`src/rtl/encrypt_arbiter.sv`:
```
// Two-requester round-robin arbiter in front of a single shared encrypt core.
// The owner's request must stay high through the transaction; dropping it aborts.
module encrypt_arbiter #(
    parameter int N_K = 80,
    parameter int N_B = 64
) (
    input  logic           clk,
    input  logic           rst,
    input  logic           req0,
    input  logic           req1,
    input  logic [N_K-1:0] k0,
    input  logic [N_K-1:0] k1,
    input  logic [N_B-1:0] m0,
    input  logic [N_B-1:0] m1,
    output logic           ack0,
    output logic           ack1,
    output logic [N_B-1:0] c0,
    output logic [N_B-1:0] c1,
    output logic           core_req,
    output logic [N_K-1:0] core_k,
    output logic [N_B-1:0] core_m,
    input  logic [N_B-1:0] core_c,
    input  logic           core_ack,
    output logic           busy,
    output logic           owner
);

    typedef enum logic [1:0] {
        IDLE    = 2'd0,
        BUSY    = 2'd1,
        DONE    = 2'd2,
        RELEASE = 2'd3
    } state_t;

    state_t         r_state;
    state_t         w_state_nxt;
    logic           r_owner;
    logic [N_K-1:0] r_core_k;
    logic [N_B-1:0] r_core_m;
    logic [N_B-1:0] r_c0;
    logic [N_B-1:0] r_c1;

    logic           w_req_own;
    logic           w_load;
    logic           w_grant;
    logic           w_capture;

    assign w_req_own = r_owner ? req1 : req0;

    always_comb begin
        w_state_nxt = r_state;
        w_load      = 1'b0;
        w_grant     = r_owner;
        w_capture   = 1'b0;
        case (r_state)
            IDLE: begin
                if (req0 || req1) begin
                    w_load      = 1'b1;
                    // Contention goes to the requester that was not served last.
                    w_grant     = (req0 && req1) ? ~r_owner : req1;
                    w_state_nxt = BUSY;
                end
            end
            BUSY: begin
                if (!w_req_own) begin
                    w_state_nxt = RELEASE;
                end else if (core_ack) begin
                    w_capture   = 1'b1;
                    w_state_nxt = DONE;
                end
            end
            DONE: begin
                if (!w_req_own) begin
                    w_state_nxt = RELEASE;
                end
            end
            RELEASE: begin
                w_state_nxt = IDLE;
            end
            default: begin
                w_state_nxt = IDLE;
            end
        endcase
    end

    always_ff @(posedge clk) begin
        if (rst) begin
            r_state  <= IDLE;
            r_owner  <= 1'b1;
            r_core_k <= '0;
            r_core_m <= '0;
            r_c0     <= '0;
            r_c1     <= '0;
        end else begin
            r_state <= w_state_nxt;
            if (w_load) begin
                r_owner  <= w_grant;
                r_core_k <= w_grant ? k1 : k0;
                r_core_m <= w_grant ? m1 : m0;
            end
            if (w_capture) begin
                if (r_owner) begin
                    r_c1 <= core_c;
                end else begin
                    r_c0 <= core_c;
                end
            end
        end
    end

    assign core_req = (r_state == BUSY);
    assign busy     = (r_state != IDLE);
    assign ack0     = (r_state == DONE) && !r_owner;
    assign ack1     = (r_state == DONE) && r_owner;
    assign owner    = r_owner;
    assign core_k   = r_core_k;
    assign core_m   = r_core_m;
    assign c0       = r_c0;
    assign c1       = r_c1;

endmodule

```
`config.mk`:
```
export PLATFORM = sky130hd
export DESIGN_NAME = encrypt_arbiter
export DESIGN_NICKNAME = d
export VERILOG_FILES = /design/src/rtl/encrypt_arbiter.sv
export SDC_FILE = /design/constraint.sdc
export NUM_CORES = 1
export LEC_CHECK = 0
export ABC_CLOCK_PERIOD_IN_PS = 4400
export BUFFER_PORTS_ARGS = -buffer_cell sky130_fd_sc_hd__buf_2
export CORE_AREA = 2 2 247 249
export DETAILED_ROUTE_END_ITERATION = 10
export DIE_AREA = 0 0 249 251
export PLACE_DENSITY = 0.52
export SKIP_CTS_REPAIR_TIMING = 1
export SLEW_MARGIN = 15
export SYNTH_ARGS = -nofsm -noshare
export SYNTH_HDL_FRONTEND = slang
export SYNTH_SLANG_ARGS = --single-unit
```
`constraint.sdc`:
```
create_clock -name clk -period 4.4 [get_ports clk]
set_clock_uncertainty 0.05 [all_clocks]
set_input_delay 0.22 -clock clk [delete_from_list [all_inputs] [get_ports clk]]
set_output_delay 0.22 -clock clk [all_outputs]
set_load 0.01 [all_outputs]
```
Word-level counts from Yosys, hierarchy flattened
Index checks and enable logic that the tools add are counted.
{"block": "classes", "reduce_logical": 10, "bitwise_logic": 1, "muxes": 16, "eq_ne": 6}
{"cell": "2-to-1 mux 80 bit", "n": 1}
{"cell": "2-to-1 mux 64 bit", "n": 1}
{"cell": "2-to-1 mux 1 bit", "n": 9}
{"cell": "2-to-1 mux 2 bit", "n": 4}
{"cell": "case mux 2 bit (4 select lines)", "n": 1}
{"cell": "== test 2 bit (second input constant)", "n": 2}
{"cell": "!= test 2 bit (second input constant)", "n": 2}
{"cell": "AND reduction 2 bit", "n": 2}
{"cell": "logical AND 1 bit", "n": 3}
{"cell": "!= test 3 bit (second input constant)", "n": 1}
{"cell": "AND reduction 3 bit", "n": 1}
{"cell": "== test 2 x 1 -> 1 bit (second input constant)", "n": 1}
{"cell": "logical NOT 2 bit", "n": 1}
{"cell": "nonzero test 2 bit", "n": 1}
{"cell": "logical NOT 1 bit", "n": 1}
{"cell": "logical OR 1 bit", "n": 1}
{"cell": "inverter 1 bit", "n": 1}
{"block": "word_totals", "register_bits": 275, "input_bits": 357, "wordCells": 39, "out_inout_bits": 277}

Depth between registers and ports, before layout
{"block": "logic_depth", "word_depth": 5, "ltp_mapped": 9, "depth_no_buf": 6}

Least setup slack after synthesis
OpenSTA, ideal clock, no wires.
{"block": "synth_timing", "path_type": "reg-to-reg", "from": "register r_state[0]", "to": "register r_core_k[33] (netlist: core_k[33])", "setup_ns": 0.089, "arrival_time_ns": 1.773, "setup_slack_ns": 2.488, "stages_incl_launch_ff": 10, "n_path_buf": 3, "required_time_ns": 4.261, "path_cell_list": "dfxtp_1 > inv_1 > ha_1 > a21oi_2 > a31o_2 > buf_4 > buf_6 > buf_4 > nand2_1 > a311oi_2"}
{"block": "synth_via", "elab_chain_len": 3, "elab_cells_between_ends": 4, "classes_between": "mux: 3; reduce/logical: 1"}
{"item": "from (decl)", "line": "35", "rtl": "state_t r_state;"}
{"item": "from (signal assigned)", "line": "95", "rtl": "r_state <= w_state_nxt;"}
{"item": "logical NOT 2 bit *", "line": "55", "rtl": "case (r_state)"}
{"item": "2-to-1 mux 1 bit", "line": "55"}
{"item": "2-to-1 mux 80 bit", "line": "98", "rtl": "r_core_k <= w_grant ? k1 : k0;"}
{"item": "to (signal assigned)", "line": "98"}
{"item": "to (decl)", "line": "38", "rtl": "logic [N_K-1:0] r_core_k;"}
Mark *: on every way between the ends. The rest lies on a longest branch, timed or not.
A chain may end at the register's enable or synchronous reset.

Worst setup path after layout
{"block": "layout_timing", "from": "register r_state[0]", "to": "register r_core_m[10] (netlist: core_m[10])"}
{"block": "layout_via", "elab_chain_len": 3, "elab_cells_between_ends": 4, "classes_between": "mux: 3; reduce/logical: 1"}
{"item": "logical NOT 2 bit *", "line": "55"}
{"item": "2-to-1 mux 1 bit", "line": "55"}
{"item": "2-to-1 mux 64 bit", "line": "99", "rtl": "r_core_m <= w_grant ? m1 : m0;"}
{"item": "to (signal assigned)", "line": "99"}
{"item": "to (decl)", "line": "39", "rtl": "logic [N_B-1:0] r_core_m;"}
Marks and branches as above.

==> results.tsv <==
metric	value	unit
sequential area share after synthesis	50.21	%
Hold WC Path Type	in2reg	
largest net degree at the start of global routing	145	
CTS tree	built	
largest family of logic cells by synthesized area	simple AND/OR/NAND/NOR gates	
Worst Reg-to-Reg Cells	8	
I/O Buffers	633	
compound-cell area share of the yosys netlist	19.32	%
Setup CP Type	reg2reg	
FF-to-FF Start	r_state[0]$_SDFFE_PP0P_	
max_cap viols	0	
Die Y	251	µm
met3 GRT Util	5.312	%
total CTS buffers	31	
WL final	50350	µm
Pwr Density	582.7	nW/µm²
gr busiest metal	met2	
GPL Wtd Cong	0.8601	
global-route wire length before repair	69130	µm
reg2reg setup slack	1260	ps
Mapped Nets	1753	
max-slew violation count	0	
WL/cell	16.17	µm
vias post-DR	13400	
H-Tree Level Count	1	
Skew-Pair Late Insertion Delay	590	ps
Clk network pwr share	24.3	%
clock sink count	275	
Worst setup SP type	flip-flop	
number of I/O pins	634	
commonest cells in the netlist	544 x nand2_1, 275 x dfxtp_1, 145 x nor2_1	
Synth Instances	1391	
final instance area	19400	µm²
Synth Area in Simple Gates	24.49	%
post-synth top area share	50.21	%
NumNets Final	2667	
Worst EP required	4880	ps
Reg power frac	31.2	%
total core area	59790	µm²
Sw Share	37.83	%
clock root cell	clkbuf_16	
outcome	finished clean	
most common cell in the netlist	nand2_1	
top post-synthesis cells by area	dfxtp_1 50%, nand2_1 19%, a311oi_1 9.9%	
Starting Density	18.34	%
Hold Worst Slack	52.48	ps
dpl hpwl	34710	µm
R2R Path End	core_m[10]$_SDFFE_PP0P_	
Slew HR	43.03	%
Post-DP Area	14770	µm²
hold path start	req1	
die area	62500	µm²
Residual DRC	0	
clk slew on worst S/H paths	60	ps
Syn-to-layout area delta	76.91	%
initial antenna violation count	14	
leakage	8.904	nW
Net Sw Power	4.275	mW
endpoints failing setup	0	
Async SR Flop Fraction	0	%
Max Root-Sink Buffers	3	
CP arrival	3620	ps
grt met2 use	24.83	%
Synth Register Bits	275	
crit path time final	3140	ps
Hold Path Stages	4	
Synth area leader	dfxtp_1	
RSZ-0062 raised after global routing	no	
final worst-path cycle share	71.37	%
post-synthesis mux area share	0	%
site row count	90	
Worst Path Max Fanout	61	
Avg Cell Area, Syn	7.882	µm²
number of global-route vias before repair	11710	
setup slack after layout	1260	ps
Initial DRC Count	509	
XOR/XNOR share of the synthesized area	0	%
final hold vios	0	
Hold Path End	r_state[1]$_SDFFE_PP0P_	
VDD IR-drop max	0.3533	mV
share of layout cells above drive strength 1	31.19	%
fmax	318.4	MHz
post-synthesis adder-cell area fraction	0.5706	%
Ys Warns	0	
DR pass1 iterations	4	
area of the mapped netlist	10960	µm²
post-layout util	32.44	%
Die X	249	µm
power share of the combinational group	44.5	%
DRT antenna net count	0	
Global Route met1 Usage	15.47	%
setup TNS	0	ps
Worst-Margin Slew	854.5	ps
Netlist cell types	31	
Place WS	1872	ps
vias per inst	4.303	
Fillers	6250	
Post-synth EDFFs	0	
ys flop type	dfxtp_1	
gr ovfl total	0	
CP endpoint kind	flip-flop	
overall fraction of global-route tracks in use	14.04	%
Power Internal	7.027	mW
power groups by stage:
stage | combinational [mW] | clock [mW] | sequential (mW)
finish | 5.03 | 2.74 | 3.53
global route | 5.54 | 2.92 | 3.60
CTS | 4.10 | 2.81 | 3.52
detailed placement | 4.10 | 0 | 3.56
global placement | 4.01 | 0 | 3.55
floorplan | 2.28 | 0 | 3.83
registers in the layout, summed over array words and instances (netlist names), named ones only:
signal and cells:
core_k 80, c0 64, c1 64, core_m 64
r_state 2
cell families after synthesis:
group           after synthesis
compound gates              283
fa+ha+maj                     5
buf+inv                     124
simple gates                704
flops                       275
layout by cell type, fill, tap and decap left out, types with 7 or more instances in the layout:
master and count:
buf_2 632, a311oi_2 20, a311oi_1 124, a21oi_1 131
clkbuf_1 7, nand2_1 544, buf_4 7, dlygate4sd3_1 354
clkbuf_16 31, dfxtp_1 275, buf_12 8, nor2_1 145
metrics by stage:
step | instances | total power, mW
floorplan | 1391 | 6.113
global route | 3114 | 12.06
global placement | 2700 | 7.564
CTS | 2756 | 10.44
finish | 3114 | 11.30
detailed placement | 2700 | 7.659
final cells by class:
cell class                 instances  area [µm²]  area share [%]
clock buffer                      44       884.6           4.560
sequential                       275        5505           28.38
antenna                            4       10.01         0.05160
multi-input combinational        992        4887           25.20
timing repair buffer            1002        6934           35.75
clock inverter                    12       186.4          0.9611
tap                              782       978.4           5.044
inverter                           3       11.26         0.05805
worst max-delay path, cell delays in order (launching register included):
cell,delay [ps]
dfxtp_1,400
inv_1,120
ha_1,310
a21oi_2,260
a31o_4,170
buf_4,570
nand2_1,220
a311oi_1,330
dlygate4sd3_1,620
layer usage:
metal | share of wire, % | up-vias
met3 | 8.7 | 83
met2 | 50 | 566
met4 | 3.4 | 8
met5 | 0.10 | -
li1 | - | 6534
met1 | 38 | 6210
worst max-delay path by stage:
stage                            start                       to  slack [ps]  depth (start not counted)
2_1_floorplan  r_state[0]$_SDFFE_PP0P_  core_k[33]$_SDFFE_PP0P_        2490                          9
3_3_place_gp   r_state[0]$_SDFFE_PP0P_   core_m[4]$_SDFFE_PP0P_        1920                          7
3_5_place_dp   r_state[0]$_SDFFE_PP0P_   core_m[4]$_SDFFE_PP0P_        1870                          7
4_1_cts        r_state[0]$_SDFFE_PP0P_   core_m[4]$_SDFFE_PP0P_        1830                          7
5_1_grt        r_state[0]$_SDFFE_PP0P_  core_m[10]$_SDFFE_PP0P_        1020                          8
6_report       r_state[0]$_SDFFE_PP0P_  core_m[10]$_SDFFE_PP0P_        1260                          8
Note: power is estimated with default switching activity, not from simulation.
